`src/rtl/sdram_arbiter.sv`:
```
// Two-port round-robin arbiter feeding one SDRAM controller (single write word or read burst).
// Latency: eligible request to controller command in 1 cycle; done/rvalid registered, 1 cycle after controller strobe.
// Backpressure: a port holds req until done; losing or busy ports simply wait, no requests are dropped.
module sdram_arbiter #(
  parameter int ADDR_WIDTH        = 22,
  parameter int DATA_WIDTH        = 16,
  parameter int READ_BURST_LENGTH = 8
) (
  input  logic                    clk,
  input  logic                    reset,
  input  logic [1:0]              req,
  input  logic [1:0]              we,
  input  logic [2*ADDR_WIDTH-1:0] address,
  input  logic [2*DATA_WIDTH-1:0] wdata,
  output logic [1:0]              done,
  output logic [DATA_WIDTH-1:0]   rdata,
  output logic [1:0]              rvalid,
  output logic [1:0]              ctrl_command,
  output logic [ADDR_WIDTH-1:0]   ctrl_address,
  output logic [DATA_WIDTH-1:0]   ctrl_wdata,
  input  logic [DATA_WIDTH-1:0]   ctrl_rdata,
  input  logic                    ctrl_read_valid,
  input  logic                    ctrl_write_done
);

  localparam int BW = $clog2(READ_BURST_LENGTH + 1);
  localparam logic [BW-1:0] LAST_BEAT = BW'(READ_BURST_LENGTH - 1);

  localparam logic [1:0] CMD_IDLE  = 2'd0;
  localparam logic [1:0] CMD_WRITE = 2'd1;
  localparam logic [1:0] CMD_READ  = 2'd2;

  typedef enum logic [1:0] {
    IDLE  = 2'd0,
    WRITE = 2'd1,
    READ  = 2'd2
  } state_t;

  state_t                  state_q;
  logic                    grant_q;   // current grant while busy, last grant while idle
  logic [BW-1:0]           beat_q;
  logic [1:0]              done_q;
  logic [1:0]              rvalid_q;
  logic [DATA_WIDTH-1:0]   rdata_q;
  logic [1:0]              cmd_q;
  logic [ADDR_WIDTH-1:0]   addr_q;
  logic [DATA_WIDTH-1:0]   wdata_q;

  // A port that just got its done pulse sits out one cycle, which also guarantees the idle gap.
  logic [1:0] elig;
  logic       sel_d;
  assign elig  = req & ~done_q;
  assign sel_d = (&elig) ? ~grant_q : elig[1];

  // Arbitration, command issue and transaction tracking in one registered FSM.
  always_ff @(posedge clk) begin
    if (reset) begin
      state_q  <= IDLE;
      grant_q  <= 1'b1;
      beat_q   <= '0;
      done_q   <= '0;
      rvalid_q <= '0;
      rdata_q  <= '0;
      cmd_q    <= CMD_IDLE;
      addr_q   <= '0;
      wdata_q  <= '0;
    end else begin
      done_q   <= '0;
      rvalid_q <= '0;
      case (state_q)
        IDLE: begin
          cmd_q <= CMD_IDLE;
          if (|elig) begin
            grant_q <= sel_d;
            addr_q  <= sel_d ? address[2*ADDR_WIDTH-1:ADDR_WIDTH] : address[ADDR_WIDTH-1:0];
            wdata_q <= sel_d ? wdata[2*DATA_WIDTH-1:DATA_WIDTH] : wdata[DATA_WIDTH-1:0];
            if (we[sel_d]) begin
              cmd_q   <= CMD_WRITE;
              state_q <= WRITE;
            end else begin
              cmd_q   <= CMD_READ;
              state_q <= READ;
            end
          end
        end
        WRITE: begin
          if (ctrl_write_done) begin
            cmd_q           <= CMD_IDLE;
            done_q[grant_q] <= 1'b1;
            state_q         <= IDLE;
          end
        end
        READ: begin
          if (ctrl_read_valid) begin
            rdata_q           <= ctrl_rdata;
            rvalid_q[grant_q] <= 1'b1;
            if (beat_q == LAST_BEAT) begin
              beat_q          <= '0;
              cmd_q           <= CMD_IDLE;
              done_q[grant_q] <= 1'b1;
              state_q         <= IDLE;
            end else begin
              beat_q <= beat_q + BW'(1);
            end
          end
        end
        default: begin
          cmd_q   <= CMD_IDLE;
          state_q <= IDLE;
        end
      endcase
    end
  end

  assign done         = done_q;
  assign rvalid       = rvalid_q;
  assign rdata        = rdata_q;
  assign ctrl_command = cmd_q;
  assign ctrl_address = addr_q;
  assign ctrl_wdata   = wdata_q;

endmodule

```
`config.mk`:
```
export PLATFORM = sky130hd
export DESIGN_NAME = sdram_arbiter
export DESIGN_NICKNAME = d
export VERILOG_FILES = /design/src/rtl/sdram_arbiter.sv
export SDC_FILE = /design/constraint.sdc
export NUM_CORES = 1
export LEC_CHECK = 0
export CAP_MARGIN = 15
export CORE_MARGIN = 2
export CORE_UTILIZATION = 42
export CTS_CLUSTER_SIZE = 28
export DETAILED_ROUTE_END_ITERATION = 8
export PLACE_DENSITY = 0.86
export SLEW_MARGIN = 20
export SYNTH_ARGS = -nofsm -noshare
export SYNTH_HDL_FRONTEND = slang
export SYNTH_SLANG_ARGS = --single-unit
export TNS_END_PERCENT = 10
```
`constraint.sdc`:
```
create_clock -name clk -period 3.31 [get_ports clk]
set_clock_uncertainty 0.1 [all_clocks]
set_input_delay 0.331 -clock clk [delete_from_list [all_inputs] [get_ports clk]]
set_output_delay 0.331 -clock clk [all_outputs]
set_load 0.01 [all_outputs]
```
==> results by stage, run 1 <==
Cells and area:
- The repair_antennas step left the layout with diodes totalling 0.
- The number of fillers in the final layout is 534.
- The area used by multi-input combinational logic is 1363 um^2.
- The final-stage net count is approximately 600.
- The area growth from synthesis to layout is 60.48%.
- The sequential cells in the finished layout cover a total of ~1300 um^2.
- The finished layout cell area is about 4600 um^2.
- Cells with a size suffix above 1 make up between 4 and 5% of the layout.

Logic synthesis:
- After synthesis, the largest area contributor takes up 46.71% of total cell area.
- After synthesis, the share of flip-flops with an asynchronous set or reset is 0%.
- The largest total area in the synthesized netlist belongs to sky130_fd_sc_hd__dfxtp_1.
- The number of nets handed over by synthesis was 460.
- The sequential element share of the synthesized area is 46.71%.
- The dominant synthesized flop cell is sky130_fd_sc_hd__dfxtp_1.
- Counting every instance in the synthesized netlist gives roughly 360.
- Yosys printed 0 warnings.
- The synthesized design contains 0 enable-type register cells.
- The post-synthesis cell area is between 2000 and 3000 um^2.
- The synthesized design contains 67 register bits.
- The mean area per synthesized cell is just over 8 um^2.
- By area the synthesized netlist is led by sky130_fd_sc_hd__dfxtp_1, sky130_fd_sc_hd__a311oi_1, sky130_fd_sc_hd__nand2_1.
- Counting instances in the post-synthesis netlist gives the leading cell types as sky130_fd_sc_hd__nand2_1, sky130_fd_sc_hd__dfxtp_1, sky130_fd_sc_hd__nor2_1.
- The leading cell type by number of instances after synthesis is sky130_fd_sc_hd__nand2_1.
- The netlist uses 35 different library cells.

Power and ir drop:
- IR analysis of the VDD net gives a maximum drop of about 0.25 mV.
- In this run the static leakage power is ~1.7 nW.
- The power per unit of standard cell area is approximately 500 nW/um^2.
- Overall power consumption after layout is estimated at ~0.0023 W.

Floorplan:
- The core area is 6719 um^2.
- The die extent in y is just under 90 um.
- 160 I/O pins were placed.
- The floorplan step set the die width to roughly 87 um.
- The initial core utilization is a little over two fifths.
- The area of the die is between 7000 and 8000 um^2.
- The floorplan has 30 rows.

Timing:
- Setup violations remaining at the end of the flow were counted as 0.
- The max-slew violation total from the final report is 0.
- The clock period minus worst slack is 2.321 ns.
- The setup TNS after final layout is 0 ns.
- The final hold violation count was 0.
- The worst slew margin relative to its limit is 48.53%.
- Setup slack on the critical path of the routed design comes to a little under 1 ns.
- Across all hold checks on the routed design, the worst slack comes to 0.3540 ns.
- Setup repair after global routing left no endpoint under its margin.
- The post-route clock period utilization is 70.13%.
- For the pin with the worst max-slew slack, the measured transition is approximately 0.77 ns.
- The maximum operating frequency is 0.4308 GHz.

Hold path:
- The hold path startpoint is rdata[5].
- Counting instances, the worst hold path has a depth of 2.
- The worst hold path terminates at rdata[5].
- The tightest min-delay check is of the flop to flop type.

Route:
- The count of nets left with antenna violations once routing finished came out at 0.
- The detailed router finished its first iteration with ~150 violations.
- The via count is between 3k and 4k.
- For this run, design rule violations remaining after detail routing come to 0.
- The first detailed-routing pass ran for 4 iterations.
- After detailed routing, the average wire length per cell comes to 15.37 um.
- The final wirelength is 8943 um.
- The via density per instance is roughly 5.4.

Critical path:
- Traced cell by cell, the critical path runs through clkdlybuf4s50_1 -> nor2b_4 -> o21a_2 -> buf_12 -> nor2b_1 -> a311o_1.
- The worst register-to-register path has a depth of 5.
- The setup path with the least slack is of type input port to flop.
- In this run the critical register-to-register path is captured at grant_q.
- For the worst setup path, the data required time is 3.42 ns.
- The register-to-register path setup slack is approximately 1.2 ns.
- The critical path's largest stage delay is ~0.47 ns.
- The cell type of the slowest stage on the worst timing path is sky130_fd_sc_hd__clkdlybuf4s50_1.
- STA puts the critical path data arrival time at 2.43 ns.
- The startpoint identified for the worst register-to-register timing path is done[1].
- STA classifies the critical path endpoint as a flop.
- The source of the critical timing path is req[1].
- The worst setup path is launched from an input port.
- The peak fanout along the critical path is 63.

Clock network:
- The clock edge transition at the registers on the reported setup and hold paths is 0.07 ns.
- In this run the clock root is driven by a sky130_fd_sc_hd__clkbuf_8.
- The number of H-tree branching levels is 3.
- The clock net in this run drives a total of 67 sinks.
- Buffers inserted to repair hold after CTS numbered 0.
- Clock latency on the worst-skew pair, taken at its later pin, is ~0.33 ns.
- After clock tree synthesis, the setup repair step added 0 buffers.
- Counting the buffers created by CTS gives 9.
- TritonCTS built the clock tree.
- The largest buffer count on any clock path is 2.
- The post-cts gate resize count is 0.

Global route:
- The initial antenna violation count came to 0.
- The number of global-route vias before repair is about 3.0k.
- The total track usage is a little under a quarter.
- The pin count of the biggest net entering global routing is 64.
- The global-route wire length before repair is around 14,000 um.
- The aggregate global routing overflow is 0.

Place:
- The final weighted congestion in routability-driven placement is roughly 0.77.
- The number of I/O port buffers is around 160.
- The worst-case setup slack after placement is around 0.70 ns.
- The placed instances occupy a cell area of between 4000 and 5000 um^2.
- The half-perimeter wire length of the detailed placement result is approximately 6300 um.

Job:
- The total of max-cap violations is 0.

Outcome:
- The run finished with clean final reports.
-- power breakdown --
| group | switching (W) | total (W) | leakage, nW | internal (W) |
|---|---|---|---|---|
| logic | 0.000355 | 0.000758 | 1.09 | 0.000403 |
| registers | 0.0000585 | 0.000976 | 0.551 | 0.000918 |
| clock network | 0.000289 | 0.000550 | 0.0750 | 0.000261 |
-- through the flow --
step	utilization, %	instances
floorplan	-	356
global placement	66.37	568
detailed placement	66.37	568
CTS	68.58	582
global route	68.58	582
finish	68.58	582
-- flip-flops by register name, indices dropped and copies added (netlist names) --
signal        count
beat_q            4
ctrl_address     22
ctrl_command      2
ctrl_wdata       16
done              2
grant_q           1
rdata            16
rvalid            2
state_q           2
-- kinds of logic (layout without fill, tap and decap cells) --
group | Yosys count | after routing | share of synthesized area, %
flip-flops | 67 | 67 | 46.71
buffers and inverters | 36 | 182 | 6.143
adder cells (fa/ha/maj) | 4 | 4 | 1.743
XOR/XNOR | 1 | 1 | 0.3051
AND/OR/NAND/NOR | 177 | 177 | 26.58
AO/OA/AOI/OAI | 71 | 71 | 18.52
-- final cells by class --
cell class / count / share of cell area, %
well taps: 80 / 2.172
clock inverters: 3 / 0.3801
inverters: 3 / 0.2444
multi-input cells: 253 / 29.57
flip-flops and latches: 67 / 29.11
clock buffers: 11 / 2.851
repair buffers: 165 / 35.68
-- worst max-delay path: cells and delay by family --
| kind | cells | cell delay, ns |
|---|---|---|
| AND/OR/NAND/NOR | 2 | 0.53 |
| buffers and inverters | 2 | 0.77 |
| AO/OA/AOI/OAI | 2 | 0.77 |
-- worst max-delay path by stage --
stage / to / slack [ns] / depth (start not counted)
floorplan: state_q[1] / 1.63 / 5
global placement: grant_q / 0.74 / 6
detailed placement: grant_q / 0.70 / 6
CTS: grant_q / 1.03 / 6
global route: grant_q / 0.90 / 6
finish: grant_q / 0.99 / 6
-- placed cells by master, fill, tap and decap left out, types with 3 or more instances in the layout --
cell type,count
sky130_fd_sc_hd__clkdlybuf4s50_1,158
sky130_fd_sc_hd__nand2_1,81
sky130_fd_sc_hd__dfxtp_1,67
sky130_fd_sc_hd__nor2_1,43
sky130_fd_sc_hd__nand3_1,39
sky130_fd_sc_hd__a311oi_1,38
sky130_fd_sc_hd__a21oi_1,21
sky130_fd_sc_hd__clkbuf_8,9
sky130_fd_sc_hd__buf_4,5
sky130_fd_sc_hd__ha_1,4
sky130_fd_sc_hd__inv_1,3
-- per-layer routing --
metal / wire length [um] / GRT usage, % / vias up / share of wire [%]
met3: 859 / 8.571 / 15 / 9.6
li1: - / - / 1533 / -
met4: 193 / 8.239 / 0 / 2.2
met1: 3639 / 28.15 / 1477 / 41
met5: 0 / 0 / - / 0
met2: 4250 / 37.69 / 144 / 48
(Power assumes the default switching activity.)
==> inputs of run 2 (changes only) <==
--- a/config.mk
+++ b/config.mk
@@ -7,10 +7,10 @@
 export LEC_CHECK = 0
 export CAP_MARGIN = 15
 export CORE_MARGIN = 2
-export CORE_UTILIZATION = 42
+export CORE_UTILIZATION = 35
 export CTS_CLUSTER_SIZE = 28
 export DETAILED_ROUTE_END_ITERATION = 8
-export PLACE_DENSITY = 0.86
+export PLACE_DENSITY = 0.77
 export SLEW_MARGIN = 20
 export SYNTH_ARGS = -nofsm -noshare
 export SYNTH_HDL_FRONTEND = slang
==> constraint.sdc (replaced) <==
create_clock -name clk -period 1.95 [get_ports clk]
set_clock_uncertainty 0.1 [all_clocks]
set_input_delay 0.195 -clock clk [delete_from_list [all_inputs] [get_ports clk]]
set_output_delay 0.195 -clock clk [all_outputs]
set_load 0.01 [all_outputs]
==> run 2 against run 1 <==
Effect of this change:
- register-to-register slack got worse by 0.98 ns
- critical endpoint is now state_q[1]
- design area is 3.8% higher
- sequential cell count did not move
- sequential share of layout area decreased by 1.1 points
- setup slack got worse by 0.81 ns
- count of clock-buffer cells in the layout increased by 2
- core utilization fell by 9.5 points
- critical path type is now flop to flop
- via count shrank 0.13%
- largest cell class unchanged
- die area is 19% higher
- worst hold slack lost 0.094 ns
- global-route usage down 2.9 points
==> results by stage, run 2 (synthesis results as in run 1) <==
Timing:
- The routed design could run at a clock period as short as 1.775 ns.
- Setup repair after global routing left no endpoint under its margin.
- The final hold violation count is 0 (unchanged).
- The max-slew violation total from the final report came to 0 (unchanged).
- The number of setup violations in the final report is 0 (unchanged).
- The final-layout worst hold slack came to 0.2603 ns (-0.09368 ns).
- The transition time at the pin with the least slew margin is 0.5603 ns (-0.2118 ns).
- The post-route clock period utilization is 91.02%.
- The worst slew margin relative to its limit is 62.65% (+14 points).
- The worst setup slack after layout is 0.1752 ns (-0.8136 ns).
- The setup TNS after final layout is 0 ns (unchanged).
- The maximum operating frequency is around 0.56 GHz.

Place:
- The number of placed instances, taps included is 601 (+5.8%).
- The worst-case setup slack after placement is 0.02950 ns (-0.6705 ns).
- The half-perimeter wire length of the detailed placement result is 6632 um (+5.5%).
- The final weighted congestion in routability-driven placement came to 0.8372 (+8.2%).
- The number of I/O port buffers is 159 (unchanged).

Clock network:
- The number of buffers added by the clock tree synthesis step is 9 (unchanged).
- The number of H-tree branching levels came to 3 (unchanged).
- The number of clock sinks is 67 (unchanged).
- The buffer type at the clock tree root is sky130_fd_sc_hd__clkbuf_8.
- The largest buffer count on any clock path was 2 (unchanged).
- The clock tree from TritonCTS is yes.
- The insertion delay to the later sink of the worst-skew pair came to 0.33 ns (about the same).
- The clock edge transition at the registers on the reported setup and hold paths was 0.07 ns (about the same).
- The total setup buffers inserted after CTS is 0 (unchanged).
- The post-cts gate resize count is 0 (unchanged).
- The hold buffer count at cts is 0 (unchanged).

Critical path:
- The peak fanout along the critical path is 4 (-94%).
- The number of cells on the worst reg-to-reg path is 5 (unchanged).
- The number of buffers and inverters on the critical path came to 0 (-2).
- The cell type of the slowest stage on the worst timing path is sky130_fd_sc_hd__or4b_4.
- Traced cell by cell, the critical path runs through ha_1 -> nand4b_1 -> a22o_1 -> or4b_4 -> o22ai_2.
- The worst register-to-register path ends at state_q[1].
- The nature of the critical path startpoint is a flop.
- The critical path class is flop to flop.
- The top cell family by delay on the critical path is simple AND/OR/NAND/NOR gates.
- The startpoint of the worst register-to-register path is beat_q[0].
- The critical path's largest stage delay is 0.50 ns (+0.03 ns).
- The critical path required time is 2.10 ns (-1.32 ns).
- The register-to-register path setup slack is 0.18 ns (-0.98 ns).
- The count of cell instances traversed by the critical path is 5 (-1).
- STA classifies the critical path endpoint as a flop.
- The critical path data arrival time is 1.93 ns (-0.50 ns).

Power and ir drop:
- The total leakage power is 1.797 nW (+4.6%).
- The power per unit of standard cell area came to 869.8 nW/um^2 (+75%).
- The worst ir drop on vdd is 0.3553 mV (+42%).

Outcome:
- The flow ran to the end, and the final reports show no timing, DRC or antenna violations.

Global route:
- The initial antenna violation count is 0 (unchanged).
- The number of global-route vias before repair is 3,114 (+4.5%).
- The aggregate global routing overflow came to 0 (unchanged).
- The total track usage is 20.29% (-2.9 points).
- The global-route wire length before repair is 14,280 um (+3.0%).
- The pin count of the biggest net entering global routing came to 42 (-34%).

Floorplan:
- The core area is 8093 um^2 (+20%).
- The die boundary width came to 94.58 um (+9.1%).
- The area of the die was 8944 um^2 (+19%).
- The number of rows in the core area is 33 (+10%).
- The die extent in y was 94.58 um (+9.1%).
- The initial core utilization came to 35.48% (-7.3 points).
- The number of top-level pins is 160 (unchanged).

Route:
- The via count is 3,165 (-0.13%).
- The final wirelength came to 9183 um (+2.7%).
- The violation count after the first detailed-routing iteration is 134 (-8.8%).
- The post-route antenna net violation count came to 0 (unchanged).
- The via density per instance is 5.138 (-5.6%).
- The wire length per cell after detailed routing is 14.91 um (-3.0%).
- The final routed DRC violation total came to 0 (unchanged).
- The number of search-and-repair iterations in the first detailed-routing pass is 4 (unchanged).

Cells and area:
- The library cells used most frequently in the layout, excluding fill and tap cells, are sky130_fd_sc_hd__clkdlybuf4s50_1, sky130_fd_sc_hd__nand2_1, sky130_fd_sc_hd__dfxtp_1, sky130_fd_sc_hd__nor2_1, sky130_fd_sc_hd__nand3_1.
- The area growth from synthesis to layout is 66.54%.
- The share of final-layout standard cells stronger than drive strength 1 was 6.654% (+1.7 points).
- The number of antenna cells inserted is 0 (unchanged).
- The non-filler instance count after layout is 616 (+5.8%).
- The final-stage net count was 611 (+1.3%).
- Leaving out fill and tap cells, the most frequent cell in the layout is sky130_fd_sc_hd__clkdlybuf4s50_1.
- The flip-flop count of the largest register after layout is 22 (unchanged).

Hold path:
- For hold timing, the worst endpoint is beat_q[2].
- The worst hold path begins at reset.
- The hold-critical path depth is 2 (unchanged).
- The worst hold path belongs to the class input port to flop.

Job:
- The total of max-cap violations was 0 (unchanged).
[run 2: cell count changes in the layout (fill, tap and decap cells not counted)]
cell,delta
sky130_fd_sc_hd__clkbuf_8,+2
sky130_fd_sc_hd__buf_12,+3
sky130_fd_sc_hd__clkinv_2,-1
sky130_fd_sc_hd__clkinvlp_4,-1
sky130_fd_sc_hd__buf_4,+5
sky130_fd_sc_hd__bufinv_16,+1
[run 2: worst max path at each step]
stage / start / end / slack (ns)
global placement: req[0] / state_q[1] / 0.06
finish: beat_q[0] / state_q[1] / 0.18
CTS: beat_q[0] / state_q[1] / 0.17
detailed placement: req[0] / state_q[1] / 0.03
global route: beat_q[0] / state_q[1] / 0.1
floorplan: beat_q[0] / state_q[1] / 0.27
[run 2: layer usage]
layer  global-route usage [%]  vias to the layer above  wire [um]
met5                        0                        -          0
met4                    9.903                        0        233
met3                    6.065                       17        911
met2                    33.87                      136       4329
met1                    23.74                     1460       3708
li1                         -                     1552          -
[run 2: power by group]
group / switching [W] / internal (W)
combinational: 0.000614 / 0.000727
sequential: 0.0000994 / 0.00156
clock: 0.000507 / 0.000654
[run 2: final cells by class]
type | instances | area, um^2
Multi-Input combinational cell | 253 | 1363
Tap cell | 105 | 131.4
Inverter | 3 | 11.26
Sequential cell | 67 | 1341
Timing Repair Buffer | 173 | 1742
Clock inverter | 2 | 35.03
Fill cell | 733 | 3311
Clock buffer | 13 | 158.9
[run 2: stage by stage]
step                      power, W  area, um^2  utilization [%]
after floorplan           0.002334        2872                -
after global placement    0.002994        4588            56.69
after detailed placement  0.003035        4588            56.69
after CTS                 0.004199        4782            59.09
after global routing      0.004411        4782            59.09
final                     0.004159        4782            59.09
